===== config.mk =====
export PLATFORM = sky130hd
export DESIGN_NAME = writeback_rf_stage
export DESIGN_NICKNAME = d
export VERILOG_FILES = /design/src/rtl/writeback_rf_stage.sv
export SDC_FILE = /design/constraint.sdc
export NUM_CORES = 1
export LEC_CHECK = 0
export BUFFER_PORTS_ARGS = -buffer_cell sky130_fd_sc_hd__buf_2
export CORE_AREA = 10 10 121 123
export CTS_CLUSTER_SIZE = 14
export DETAILED_ROUTE_END_ITERATION = 16
export DIE_AREA = 0 0 131 133
export PLACE_DENSITY_LB_ADDON = 0.3
export SETUP_SLACK_MARGIN = 0.3
export SYNTH_ARGS = -nofsm -noshare
export SYNTH_HDL_FRONTEND = slang
export SYNTH_SLANG_ARGS = --single-unit
export TNS_END_PERCENT = 50

===== constraint.sdc =====
create_clock -name clock -period 3.3 [get_ports clock]
set_clock_uncertainty 0.05 [all_clocks]
set_input_delay 0.825 -clock clock [delete_from_list [all_inputs] [get_ports clock]]
set_output_delay 0.825 -clock clock [all_outputs]
set_load 0.05 [all_outputs]

===== src/rtl/writeback_rf_stage.sv =====
// rtl/writeback_rf_stage.sv - LC3 writeback stage: register file, result select, N/Z/P codes
// Optional WB_RF_BYPASS_EN forwards the pending commit value onto VSR1/VSR2.
module writeback_rf_stage #(
  parameter int DATA_WIDTH = 16,
  parameter int NUM_REGS   = 8,
  localparam int AW        = $clog2(NUM_REGS)
) (
  input  logic                  clock,
  input  logic                  reset,
  input  logic                  enable_writeback,
  input  logic [1:0]            W_Control,
  input  logic [DATA_WIDTH-1:0] aluout,
  input  logic [DATA_WIDTH-1:0] memout,
  input  logic [DATA_WIDTH-1:0] pcout,
  input  logic [AW-1:0]         dr,
  input  logic [AW-1:0]         sr1,
  input  logic [AW-1:0]         sr2,
  output logic [2:0]            psr,
  output logic [DATA_WIDTH-1:0] VSR1,
  output logic [DATA_WIDTH-1:0] VSR2,
  output logic                  enable_writeback_status
);

  logic [DATA_WIDTH-1:0] regs_q [NUM_REGS];
  logic [DATA_WIDTH-1:0] regs_d [NUM_REGS];
  logic [2:0]            psr_q, psr_d;
  logic                  status_q, status_d;
  logic [DATA_WIDTH-1:0] wb_data;
  logic                  commit;

  always_comb begin
    wb_data = '0;
    case (W_Control)
      2'd0:    wb_data = aluout;
      2'd1:    wb_data = memout;
      2'd2:    wb_data = pcout;
      default: wb_data = '0;
    endcase
  end

  assign commit = enable_writeback && (W_Control != 2'd3);

  // Non-committing cycles copy state straight through so unused X inputs never land in flops.
  always_comb begin
    regs_d   = regs_q;
    psr_d    = psr_q;
    status_d = commit;
    if (commit) begin
      regs_d[dr] = wb_data;
      if (wb_data[DATA_WIDTH-1])
        psr_d = 3'b100;
      else if (wb_data == '0)
        psr_d = 3'b010;
      else
        psr_d = 3'b001;
    end
  end

  always_ff @(posedge clock or negedge reset) begin
    if (!reset) begin
      for (int i = 0; i < NUM_REGS; i++) regs_q[i] <= '0;
      psr_q    <= 3'b000;
      status_q <= 1'b0;
    end else begin
      regs_q   <= regs_d;
      psr_q    <= psr_d;
      status_q <= status_d;
    end
  end

`ifdef WB_RF_BYPASS_EN
  always_comb begin
    VSR1 = (commit && (sr1 == dr)) ? wb_data : regs_q[sr1];
    VSR2 = (commit && (sr2 == dr)) ? wb_data : regs_q[sr2];
  end
`else
  always_comb begin
    VSR1 = regs_q[sr1];
    VSR2 = regs_q[sr2];
  end
`endif

  assign psr                     = psr_q;
  assign enable_writeback_status = status_q;

endmodule


# Word level (Yosys, flattened, before mapping)
# Index checks and enable logic that the tools add are counted.
[op_classes]
n_bitwise = 3
n_eq_ne = 3
n_mux = 12
n_lt_le_gt_ge = 4
n_reduce_logical = 4
[op_table]
columns = ["operator", "n"]
rows = [
  ["$bwmux W128", 1],
  ["$bmux W16 S3", 2],
  ["$mux W16", 5],
  ["$demux W16 S3", 1],
  ["$pmux W16 S3", 1],
  ["$logic_not A16 Y1", 1],
  ["$ge A4 B4 Y1 const B", 3],
  ["$not A3 Y4", 3],
  ["$lt A4 B1 Y1 const B", 1],
  ["$mux W3", 1],
  ["$eq A2 B1 Y1 const B", 1],
  ["$eq A2 B2 Y1 const B", 1],
  ["$logic_and A1 B1 Y1", 2],
  ["$logic_not A2 Y1", 1],
  ["$mux W2", 1],
  ["$ne A2 B2 Y1 const B", 1],
]
[totals]
input_bits = 62
elab_cells = 36
output_inout_bits = 36
reg_bits = 132

# Logic depth before layout (Yosys ltp)
# Gate-level depths: netlist of run 1.
[logic_depth]
ltp_word = 6
depth_mapped = 8
ltp_nobuf = 5

# Worst setup path after synthesis of run 1
# OpenSTA, ideal clock, no wires.
[synth_path]
path_kind = "input-to-output"
start = "in sr1[0]"
end = "out VSR1[0]"
path_slack_ns = 0.170
arrival_time_ns = 2.255
required_ns = 2.425
path_buffers = 2
stages = 4
path_cell_list = "clkbuf_1 > buf_2 > mux4_2 > mux2_2"
[synth_between]
elab_chain_len = 4
[synth_rtl]
columns = ["element", "line", "text"]
rows = [
  ["start: declaration", "16", "input logic [AW-1:0] sr1,"],
  ["$not A3 Y4 (implied by the code)", "78", "VSR1 = regs_q[sr1];"],
  ["$bmux W16 S3", "78", ""],
  ["$mux W16 (implied by the code) (2 in series)", "78", ""],
  ["end: declaration", "19", "output logic [DATA_WIDTH-1:0] VSR1,"],
]
# No other way between the ends. The select of a mux whose other input is x is not followed.

# Final worst setup path of run 1
[layout_path]
start = "in sr2[0]"
end = "out VSR2[1]"
[layout_between]
elab_chain_len = 4
[layout_rtl]
columns = ["element", "line", "text"]
rows = [
  ["start: declaration", "17", "input logic [AW-1:0] sr2,"],
  ["$not A3 Y4 (implied by the code)", "79", "VSR2 = regs_q[sr2];"],
  ["$bmux W16 S3", "79", ""],
  ["$mux W16 (implied by the code) (2 in series)", "79", ""],
  ["end: declaration", "20", "output logic [DATA_WIDTH-1:0] VSR2,"],
]
# No other way between the ends. The select of a mux whose other input is x is not followed.

==> results_dict.tcl, run 1 <==
set metrics [dict create \
    outcome "finished clean" \
    wl_met3_mm 2.01 \
    num_rows 41 \
    seq_area_sq_um 3300 \
    numPlacedInstances 842 \
    multi_input_area_sq_um 3450 \
    tns_ns 0 \
    die_w_um 131 \
    fin_util_pct 71.0 \
    cp-start-kind "input port" \
    start_util_pct 56.3 \
    diodes 0 \
    hold_violations 0 \
    min_period_ns 2.99 \
    setup_violations 0 \
    cts_sinks 132 \
    cts_hold_buf 0 \
    first_pass_iters 8 \
    power_density_nw_per_um2 698 \
    syn2layout_area_growth_pct 26.0 \
    first_global_vias 6231 \
    r2r_cells 2 \
    grt_pass1_wl_mm 33.3 \
    vias 5807 \
    critical_path_class "input port to output pin" \
    worst_slack_ns 0.312 \
    fmax_mhz 335 \
    synthesis.instances 590 \
    grt_max_degree 59 \
    wl_met2_mm 10.5 \
    drc 0 \
    htreeDepth 4 \
    timing.hold.ws_ns 0.326 \
    nets 759 \
    dp_worst_setup_slack_ns 0.179 \
    cp.arrival_ns 2.11 \
    syn_area_sq_um 6970 \
    gp_congestion 0.773 \
    seq_area_frac_synth_pct 47.4 \
    ys_seq_elements 132 \
    insertion_delay_ns 0.41 \
    via_per_inst 6.58 \
    drive_above_1_share_pct 39.2 \
    wl_mm 21.6 \
    synth_area_per_cell_sq_um 11.8 \
    p_leak_nw 3.83 \
    cts_setup_buffers 0 \
    num_io_pins 98 \
    power_mw 6.13 \
    cp-end-kind "output pin" \
    synth_fp_nets 652 \
    cts_tree "yes" \
    overflow 0 \
    timing.slew.headroom_pct 44.3 \
    ir_drop_mv 0.338 \
    min_path_type "input port to async pin" \
    period_share_pct 90.5 \
    track_usage_pct 24.8 \
    core_sq_um 12400 \
    wl_met1_mm 8.00 \
    placed_cell_area_sq_um 7810 \
    clockRootBuffer "clkbuf_16" \
    drt_iter0_drc 645 \
    antenna_found_initial 0 \
    dieArea_sq_um 17400 \
    fin_area_sq_um 8780 \
    yosysUniqueCellTypes 29 \
    n_fill_cell 800 \
    top_layer "met4" \
    critPathMaxFanout 6 \
    final-instance-count-excl-fill 882 \
    io_buffer_count 97 \
    clk_pin_slew_ns 0.06 \
    die_y_um 133 \
    ant_nets 0 \
    yosys.area.top_type "dfrtp_1" \
    synthTopCellsByArea "dfrtp_1, mux4_2, mux2_2" \
    clk_path_buf_depth 2 \
    cp.required_ns 2.42 \
    cts_buffers 17 \
    yosysWarnings 0 \
    rsz0062_at_grt "true" \
    worstMarginPinSlew_ns 0.833 \
    hpwl_mm 12.3 \
    drv_slew 0 \
    drv_cap 0 \
    avgRoutedWirePerCell_um 24.5 \
    synth_top_cell_area_share_pct 47.4 \
]
-- cell type report --
type,count,area share (%)
clock inverter,8,1.38
tap,172,2.45
timing repair buffer,138,13.5
inverter,1,0.0428
clock buffer,24,5.71
sequential,132,37.6
multi-input combinational,407,39.3
-- worst paths after layout --
path                             startpoint           to  slack (ns)
worst min-delay path                  reset   regs_q[62]        0.33
worst min register to register       psr[2]       psr[2]        0.45
max in group asynchronous             reset   regs_q[20]        2.17
worst max register to register  regs_q[124]  regs_q[124]        2.44
min in group clock                   psr[2]       psr[2]        0.45
worst max-delay path                 sr2[0]      VSR2[1]        0.31
-- where the power goes --
group          internal [mW]  leakage, nW  switching [mW]
logic                  0.838         1.91            1.02
registers               1.97         1.62           0.323
clock network           1.29        0.306           0.689
total                   4.10         3.83            2.03
-- cell families after synthesis --
logic type / synth area share [%]
buffers and inverters: 3.31
muxes: 28.2
AOI/OAI and AO/OA: 12.4
and+or+nand+nor: 8.66
DFF: 47.4
-- metal layers --
| metal | track usage [%] | up-vias |
|---|---|---|
| met3 | 7.55 | 97 |
| met4 | 11.9 | 0 |
| li1 | - | 2401 |
| met5 | 0 | - |
| met2 | 39.6 | 406 |
| met1 | 29.8 | 2903 |
-- synthesized netlist by cell type --
library cell	count
nand4_1	5
buf_2	7
o21a_1	1
nand3_1	1
a31o_1	1
buf_4	2
nor2b_4	1
o22ai_1	1
nor3_1	1
nor2b_1	1
a21boi_1	1
mux2_2	32
nor2_1	66
dfrtp_1	132
nor3b_1	2
buf_1	8
or4_1	1
mux4_2	64
inv_1	1
nand2_1	66
a21oi_1	64
clkbuf_1	30
a2bb2oi_1	7
buf_6	3
nand2b_1	1
a2bb2oi_2	9
o21ai_1	64
nand4b_1	2
mux2i_1	16
-- critical path, stage by stage --
cell,delay [ns]
buf_12,0.13
buf_12,0.14
mux4_2,0.51
mux2_2,0.28
buf_2,0.21
-- sequential cells by signal, summed over array words and instances, names as in the netlist --
name / flops
psr: 3
enable_writeback_status: 1
regs_q: 128
-- cells in the final DEF, fill, tap and decap left out, types with 3 or more instances in the layout --
| cell | instances |
|---|---|
| buf_6 | 11 |
| nand4_1 | 5 |
| buf_16 | 4 |
| a2bb2oi_1 | 7 |
| dfrtp_1 | 132 |
| nand2_1 | 66 |
| mux2_2 | 32 |
| mux2i_1 | 16 |
| a2bb2oi_2 | 9 |
| o21ai_1 | 64 |
| buf_2 | 67 |
| buf_12 | 10 |
| mux4_2 | 64 |
| buf_4 | 41 |
| clkbuf_8 | 5 |
| a21oi_1 | 64 |
| nor2_1 | 65 |
| clkbuf_16 | 21 |
| bufinv_16 | 3 |
| clkinv_2 | 3 |
-- repair_timing --
action	CTS	global route
resized for setup	33	23
gates cloned	4	4
endpoints found under the setup margin	31	30
Power figures use the tool's default switching activity.
==> run 2: changes to the inputs <==
- ABC_AREA: not set -> 1
- CORE_AREA: 10 10 121 123 -> 10 10 125 127
- DIE_AREA: 0 0 131 133 -> 0 0 135 137
- MAX_ROUTING_LAYER: not set -> met4
==> results_dict.tcl, run 2 <==
set metrics [dict create \
    die_w_um 135 \
    synth_compound_area_share_pct 26.5 \
    gp_congestion 0.880 \
    ant_nets 0 \
    clk_pin_slew_ns 0.06 \
    overflow 0 \
    fmax_mhz 325 \
    cts_sinks 132 \
    antenna_found_initial 1 \
    timing.slew.headroom_pct 35.1 \
    cp.required_ns 2.42 \
    num_rows 42 \
    worst_slack_ns 0.220 \
    synth_xor_area_share_pct 0 \
    final-instance-count-excl-fill 1269 \
    die_y_um 137 \
    ys_seq_elements 132 \
    insertion_delay_ns 0.41 \
    synth_fp_nets 1052 \
    final_common_cell "o21ai_0" \
    avgRoutedWirePerCell_um 18.6 \
    track_usage_pct 25.9 \
    drv_slew 0 \
    num_io_pins 98 \
    cp.arrival_ns 2.21 \
    tns_ns 0 \
    path_cells "buf_8, clkinvlp_4, buf_4, a21oi_1, o21ai_0, nand2_1, nor2_1, a31oi_1, buf_4" \
    syn2layout_area_growth_pct 22.9 \
    cp-end-kind "output pin" \
    ys_top_cells_by_count "o21ai_0, nand2_1, dfrtp_1" \
    min_path_type "input port to async pin" \
    grt_max_degree 72 \
    largest_register "regs_q" \
    final_cell_mix "o21ai_0, nand2_1, dfrtp_1" \
    synthesis.instances 990 \
    critical_path_class "input port to output pin" \
    clockRootBuffer "clkbuf_16" \
    power_mw 5.55 \
    critPathMaxFanout 7 \
    drt_iter0_drc 997 \
    hpwl_mm 15.1 \
    seq_area_frac_synth_pct 44.6 \
    dieArea_sq_um 18500 \
    syn_area_sq_um 7410 \
    cpMostUsedCell "buf_4" \
    synthAdderAreaFrac_pct 0 \
    grt_pass1_wl_mm 37.3 \
    largest_reg_flops 128 \
    core_sq_um 13100 \
    synth_top_cell_area_share_pct 44.6 \
    cp-start-kind "input port" \
    cp_top_family "buffers and inverters" \
    drv_cap 0 \
    cts_buffers 17 \
    yosys-mux-area-fraction_pct 4.86 \
    power_density_nw_per_um2 609 \
    crit_buf_inv 4 \
    synth_top_family_by_area "compound AO/OA/AOI/OAI gates" \
    nets 1141 \
    yosysWarnings 0 \
    drive_above_1_share_pct 21.8 \
    hold_violations 0 \
    rsz0062_at_grt "true" \
    first_global_vias 7012 \
    synth_edf_count 0 \
    via_per_inst 5.97 \
    cp_slowest_cell "buf_4" \
    synthTopCellsByArea "dfrtp_1, o21ai_0, a21oi_1" \
    min_period_ns 3.08 \
    clk_path_buf_depth 2 \
    ir_drop_mv 0.407 \
    cts_tree "yes" \
    async_flop_share_pct 100 \
    yosys.area.top_type "dfrtp_1" \
    period_share_pct 93.3 \
    htreeDepth 4 \
    dp_worst_setup_slack_ns 0.277 \
    setup_violations 0 \
    outcome "finished clean" \
    wl_mm 23.6 \
    io_buffer_count 97 \
    p_leak_nw 4.15 \
    synth-simple-area-share_pct 14.5 \
    worstMarginPinSlew_ns 0.970 \
    synth_area_per_cell_sq_um 7.48 \
    synth-main-ff-cell "dfrtp_1" \
    numPlacedInstances 1231 \
    drc 0 \
    start_util_pct 56.6 \
    yosysUniqueCellTypes 19 \
    post-synth-top-count-cell "o21ai_0" \
    slowest_delay_ns 0.25 \
    first_pass_iters 6 \
    vias 7581 \
]
run 2: layer usage:
metal | share of wire (%) | vias up | track usage, % | wire length [um]
li1 | - | 3507 | - | -
met1 | 40 | 3572 | 32.3 | 9500
met2 | 48 | 431 | 40.7 | 11400
met3 | 8.0 | 71 | 5.10 | 1880
met4 | 3.4 | 0 | 10.8 | 813
met5 | 0 | - | - | 0
run 2: kinds of logic after synthesis:
| logic type | Yosys count |
|---|---|
| compound gates | 384 |
| simple gates | 262 |
| buf+inv | 180 |
| flops | 132 |
| mux | 32 |
run 2: worst paths after layout:
| kind | start | endpoint | slack (ns) | cells after the start |
|---|---|---|---|---|
| max reg2reg | regs_q[0] | regs_q[0] | 2.46 | 1 |
| max in group asynchronous | reset | regs_q[35] | 2.15 | 2 |
| min | reset | regs_q[80] | 0.37 | 1 |
| max | sr2[1] | VSR2[3] | 0.22 | 9 |
| min in group clock | psr[0] | psr[0] | 0.43 | 2 |
| min reg2reg | psr[0] | psr[0] | 0.43 | 2 |
run 2: metrics by stage:
stage / area [sq um] / hold WS [ns] / utilization [%]
floorplan: 7480 / 0.442 / -
global placement: 8330 / 0.411 / 63.7
detailed placement: 8330 / 0.411 / 63.7
CTS: 8920 / 0.386 / 68.2
global route: 9110 / 0.417 / 69.6
finish: 9110 / 0.372 / 69.6
run 2: timing repair:
action / CTS / global route
buffers inserted: 0 / 4
gates resized for setup: 4 / 58
endpoints found under the setup margin: 9 / 29
gates cloned: 0 / 1
hold buffers: 0 / 0
pin swaps: 0 / 3
run 2: area by class of cell:
cell class	instances	area (sq um)
Clock inverter	14	154
Fill cell	1039	3980
Multi-Input combinational cell	678	3540
Antenna cell	1	2.50
Timing Repair Buffer	143	1050
Sequential cell	132	3300
Clock buffer	18	429
Inverter	107	405
Tap cell	176	220
run 2: power by group:
| part | switching (mW) | internal (mW) |
|---|---|---|
| combinational | 0.999 | 0.507 |
| sequential | 0.192 | 2.00 |
| clock | 0.737 | 1.12 |
